$ cat src/rtl/btn_press_gen.sv
`default_nettype none
// ============================================================================
// Module      : btn_press_gen
// Description : Turns one-cycle press requests into timed button presses
//               (HOLD high, then GAP low) with an optional 7-deep request
//               queue enabled by the BTN_PRESS_GEN_QUEUE_EN macro.
// Revision    : 1.0 - initial release
// ============================================================================
module btn_press_gen #(
    parameter int TICK_DIV   = 100,
    parameter int HOLD_TICKS = 50,
    parameter int GAP_TICKS  = 10
) (
    input  logic       clk,
    input  logic       rst,
    input  logic       in_pulse,
    output logic       out_btn,
    output logic       busy,
    output logic [2:0] pend_cnt,
    output logic       ovf
);

    localparam int c_PRESC_W  = $clog2(TICK_DIV);
    localparam int c_TICK_MAX = (HOLD_TICKS > GAP_TICKS) ? HOLD_TICKS : GAP_TICKS;
    localparam int c_TICK_W   = (c_TICK_MAX > 1) ? $clog2(c_TICK_MAX) : 1;

    typedef enum logic [1:0] {
        ST_IDLE = 2'd0,
        ST_HOLD = 2'd1,
        ST_GAP  = 2'd2
    } state_t;

    state_t                 r_state;
    logic [c_PRESC_W-1:0]   r_presc;
    logic [c_TICK_W-1:0]    r_ticks;
    logic                   r_out;
    logic                   r_ovf;
    logic                   w_tick;
    logic                   w_drop;

    assign w_tick  = (r_presc == c_PRESC_W'(TICK_DIV - 1));
    assign busy    = (r_state != ST_IDLE);
    assign out_btn = r_out;
    assign ovf     = r_ovf;

`ifdef BTN_PRESS_GEN_QUEUE_EN
    logic [2:0] r_pend;

    // A request arriving in IDLE starts the press directly, so it neither
    // consumes nor adds a queue entry.
    always_ff @(posedge clk) begin
        if (rst) begin
            r_pend <= 3'd0;
        end else if (r_state == ST_IDLE) begin
            if (!in_pulse && r_pend != 3'd0)
                r_pend <= r_pend - 3'd1;
        end else if (in_pulse && r_pend != 3'd7) begin
            r_pend <= r_pend + 3'd1;
        end
    end

    assign pend_cnt = r_pend;
    assign w_drop   = (r_state != ST_IDLE) && in_pulse && (r_pend == 3'd7);
`else
    assign pend_cnt = 3'd0;
    assign w_drop   = (r_state != ST_IDLE) && in_pulse;
`endif

    always_ff @(posedge clk) begin
        if (rst) begin
            r_state <= ST_IDLE;
            r_presc <= '0;
            r_ticks <= '0;
            r_out   <= 1'b0;
            r_ovf   <= 1'b0;
        end else begin
            r_presc <= w_tick ? '0 : r_presc + 1'b1;
            if (w_drop)
                r_ovf <= 1'b1;

            case (r_state)
                ST_IDLE: begin
                    if (in_pulse || pend_cnt != 3'd0) begin
                        r_state <= ST_HOLD;
                        r_out   <= 1'b1;
                        r_presc <= '0;
                        r_ticks <= '0;
                    end
                end
                ST_HOLD: begin
                    if (w_tick) begin
                        if (r_ticks == c_TICK_W'(HOLD_TICKS - 1)) begin
                            r_state <= ST_GAP;
                            r_out   <= 1'b0;
                            r_ticks <= '0;
                        end else begin
                            r_ticks <= r_ticks + 1'b1;
                        end
                    end
                end
                ST_GAP: begin
                    if (w_tick) begin
                        if (r_ticks == c_TICK_W'(GAP_TICKS - 1)) begin
                            r_state <= ST_IDLE;
                            r_ticks <= '0;
                        end else begin
                            r_ticks <= r_ticks + 1'b1;
                        end
                    end
                end
                default: begin
                    r_state <= ST_IDLE;
                    r_out   <= 1'b0;
                end
            endcase
        end
    end

endmodule
`default_nettype wire

$ cat config.mk
export PLATFORM = sky130hd
export DESIGN_NAME = btn_press_gen
export DESIGN_NICKNAME = d
export VERILOG_FILES = /design/src/rtl/btn_press_gen.sv
export SDC_FILE = /design/constraint.sdc
export NUM_CORES = 1
export LEC_CHECK = 0
export BUFFER_PORTS_ARGS = -buffer_cell sky130_fd_sc_hd__buf_2
export CORE_UTILIZATION = 23
export DETAILED_ROUTE_END_ITERATION = 8
export HOLD_SLACK_MARGIN = 0.1
export PLACE_DENSITY = 0.36
export SYNTH_ARGS = -nofsm -noshare
export SYNTH_HDL_FRONTEND = slang
export SYNTH_SLANG_ARGS = --single-unit
$ cat constraint.sdc
create_clock -name clk -period 3.7 [get_ports clk]
set_input_delay 0.74 -clock clk [delete_from_list [all_inputs] [get_ports clk]]
set_output_delay 0.74 -clock clk [all_outputs]
set_load 0.1 [all_outputs]
### Yosys cells after proc, flatten, opt, wreduce, memory -nomap -nowiden

Cells that the tools add are included.

| operators by class | value |
|---|---|
| equal/unequal tests | 10 |
| multiplexer cells | 19 |
| add/sub/neg operators | 2 |
| reduce and logical (&&, ||, !) cells | 7 |
| bitwise gates (word level) | 1 |

Operators by type and width:

| kind | count |
|---|---|
| 2-to-1 mux 6 bit | 5 |
| 2-to-1 mux 7 bit | 3 |
| one-hot mux 6 bit (3 select lines) | 1 |
| 2-to-1 mux 2 bit | 5 |
| != test 2 bit, second input constant | 5 |
| AND reduction 4 bit | 2 |
| adder 7 x 1 -> 7 bit, second input constant | 1 |
| equality test 7 bit, second input constant | 1 |
| adder 6 x 1 -> 6 bit, second input constant | 1 |
| equality test 6 x 4 -> 1 bit, second input constant | 1 |
| equality test 6 bit, second input constant | 1 |
| one-hot mux 2 bit (3 select lines) | 1 |
| AND reduction 5 bit | 1 |
| 2-to-1 mux 1 bit | 3 |
| one-hot mux 1 bit (3 select lines) | 1 |
| nonzero test 3 bit | 1 |
| equality test 2 x 1 -> 1 bit, second input constant | 1 |
| equality test 2 bit, second input constant | 1 |
| zero test 2 bit | 1 |
| nonzero test 2 bit | 1 |
| logical AND 1 bit | 1 |
| inverter 1 bit | 1 |

| word-level totals | value |
|---|---|
| input bits | 3 |
| flip-flop bits (word level) | 17 |

### Logic depth before layout (Yosys ltp)

| depth | value |
|---|---|
| depth after elaboration | 4 |
| gate-level depth with buffers | 7 |

### Worst setup path after synthesis

Ideal clock, no wire load.

| timing path | value |
|---|---|
| path kind | register to output |
| start | register r_state[0] |
| end | output port busy |
| data arrival time | 1.243 ns |
| cell stages (with the launch flop) | 4 |
| buffers on the path | 0 |
| slack | 1.717 ns |
| required time | 2.960 ns |
| cells stage by stage | dfxtp_1 inv_1 ha_1 inv_1 |

| on the way | value |
|---|---|
| word-level cells in the longest chain between the ends | 1 |

RTL lines:

| item | RTL line | text |
|---|---|---|
| start: declaration | 33 | `state_t r_state;` |
| start signal: assignment | 71 | `r_state <= ST_IDLE;` |
| start signal: assignment | 84 | `r_state <= ST_HOLD;` |
| start signal: assignment | 93 | `r_state <= ST_GAP;` |
| nonzero test 2 bit | 42 | `assign busy = (r_state != ST_IDLE);` |
| end: declaration | 18 | `output logic busy,` |

Every way passes these cells.

### Worst setup path after layout

Same ends and word-level chain as after synthesis.

==> run metrics <==
placed cells 151; CP Max Fanout 6; Post-Synthesis Cell Area 871 µm²; CTS tree done; Crit. Startpoint r_state[0]$_SDFFE_PP0P_; Worst VDD drop 218 µV; Synth Register Bits 17; max-slew violations 0; clk root buf clkbuf_8; Reg clk slew, reported paths 0.07 ns; Arrival @ worst endpoint 1.46 ns; initial cell density of the core 25.1%; DRT Pass-1 Iters 4; RSZ-0062 raised after global routing no; Die H 63.5 µm; CP Launch Type flip-flop; Core ar. 0.00347 mm²; final WL 1630 µm; Post-synth EDFFs 0; TNS Setup 0 ns; minimum clock period 2.20 ns; critical path capture point type output pin; CTS Sinks 17; routed vias/inst 4.42; Power Density 730 mW/mm²; FMAX 0.454 GHz; RD Place Congestion 0.700; count of unique library cells instantiated by Yosys 32; Final Hold Vio Count 0; NumNets Final 119; Routed WL per cell 10.5 µm; status complete, no violations; hold_sp ovf$_SDFFE_PP0P_; Mean Syn Cell Area 8.62 µm²; YS warnings 0; total power 0.718 mW; most common flop cell mapped by yosys dfxtp_1; CTS Buffer Depth 2; # Post-CTS Setup Buffers 0; final setup violating endpoints 0; Initial DRC Count 74; Final period util 59.6%; HP Class reg2reg; first-pass GRT wire length 2990 µm; Vias 685; IO Pins 9; H-tree levels 1; vias in the first global route 664; Final ANT Viol Nets 0; DRC errors left 0; share of cells above drive strength 1 11.0%; largest net degree at the start of global routing 10; FFs w/ async S/R, synth 0%; TritonCTS Buffers 3; grt total ovfl 0; r2r endpoint r_state[1]$_SDFFE_PP0P_; Seq/Total Area, Yosys 39.1%; Reg2Reg Depth 6; commonest non-fill, non-tap cell in the layout dfxtp_1; I/O Buffers 5; Post-Syn Instances 101; dpl hpwl 1240 µm; fin util 28.4%; r2r setup slk 1.61 ns; WP data required 2.96 ns; Layout area overhead 12.9%; Hold Path Depth 2; Hold Buf Count CTS 0; die width 63.5 µm; Hold EP ovf$_SDFFE_PP0P_; r2r startpoint r_ticks[0]$_SDFFE_PP0P_; num rows 21; Non-Filler Instances 155; post-cts sizing count 0; maxcap violations 0; Ant. Diodes 0; Total GRT Usage 9.71%; skew final 0.00542 ns; initial antenna violation count 0; highest-count cells in the layout ignoring fill and taps dfxtp_1 (17), nor2_1 (10), a21oi_1 (8); die area 0.00404 mm²; worst-skew pair later-pin latency 0.25 ns; leakage power 0.350 nW; crit path kind reg2out
## worst max path at each step
stage / endpoint / slack [ns] / cells past startpoint
2_1_floorplan: busy / 1.72 / 3
3_3_place_gp: r_state[1]$_SDFFE_PP0P_ / 1.62 / 6
3_5_place_dp: r_state[1]$_SDFFE_PP0P_ / 1.61 / 6
4_1_cts: busy / 1.49 / 4
5_1_grt: busy / 1.43 / 4
6_report: busy / 1.50 / 4
## through the flow
stage | instance area [µm²] | setup WS, ns | hold WS [ns]
after floorplan | 878 | 1.72 | 0.430
after global placement | 938 | 1.62 | 0.453
after detailed placement | 938 | 1.61 | 0.453
after CTS | 983 | 1.49 | 0.467
after global routing | 983 | 1.43 | 0.520
final | 983 | 1.50 | 0.464
## worst max-delay path, stage by stage, from the launching register on
cell,delay (ns)
dfxtp_1,0.36
inv_1,0.07
ha_1,0.27
inv_1,0.09
buf_2,0.42
## power by group
group	internal [mW]	switching, mW	total [mW]
logic	0.0963	0.260	0.356
clock network	0.0763	0.0623	0.139
registers	0.207	0.0162	0.223
## final cells by class
type / count / area [µm²]
Sequential cell: 17 / 340
Multi-Input combinational cell: 77 / 493
Timing Repair Buffer: 5 / 25.0
Inverter: 6 / 22.5
Clock buffer: 4 / 45.0
Fill cell: 374 / 2480
Tap cell: 46 / 57.6
## logic make-up (layout without fill, tap and decap cells)
| logic type | after synthesis | after routing | share of synthesized area (%) |
|---|---|---|---|
| other | 1 | 3 | 0.431 |
| multiplexers | 1 | 1 | 1.15 |
| flip-flops | 17 | 17 | 39.1 |
| adder cells (fa/ha/maj) | 6 | 6 | 8.62 |
| AND/OR/NAND/NOR | 37 | 37 | 23.4 |
| AO/OA/AOI/OAI | 27 | 27 | 19.1 |
| XOR/XNOR | 3 | 3 | 3.02 |
| buffers and inverters | 9 | 15 | 5.17 |
## cell usage after synthesis (all sizes together) (3+ instances only)
cell type / count / area [µm²]
a21oi: 8 / 40.0
buf: 3 / 22.5
dfxtp: 17 / 340
o21ai: 10 / 53.8
or4b: 3 / 33.8
o22ai: 3 / 25.0
nand2: 5 / 18.8
inv: 6 / 22.5
nand2b: 4 / 25.0
nor2: 10 / 37.5
ha: 6 / 75.1
nand3: 8 / 45.0
## registers in the layout (all words and copies together), names as in the netlist
signal	flops
r_presc	7
r_ticks	6
r_state	2
out_btn	1
ovf	1
## per-layer routing
layer	track usage [%]	wire length (µm)	part of all wire [%]
met3	2.90	59	3.6
met1	13.1	897	55
met2	13.3	655	40
met5	0	0	0
met4	5.97	18	1.1
No activity file was read; power rests on OpenSTA's default activity.
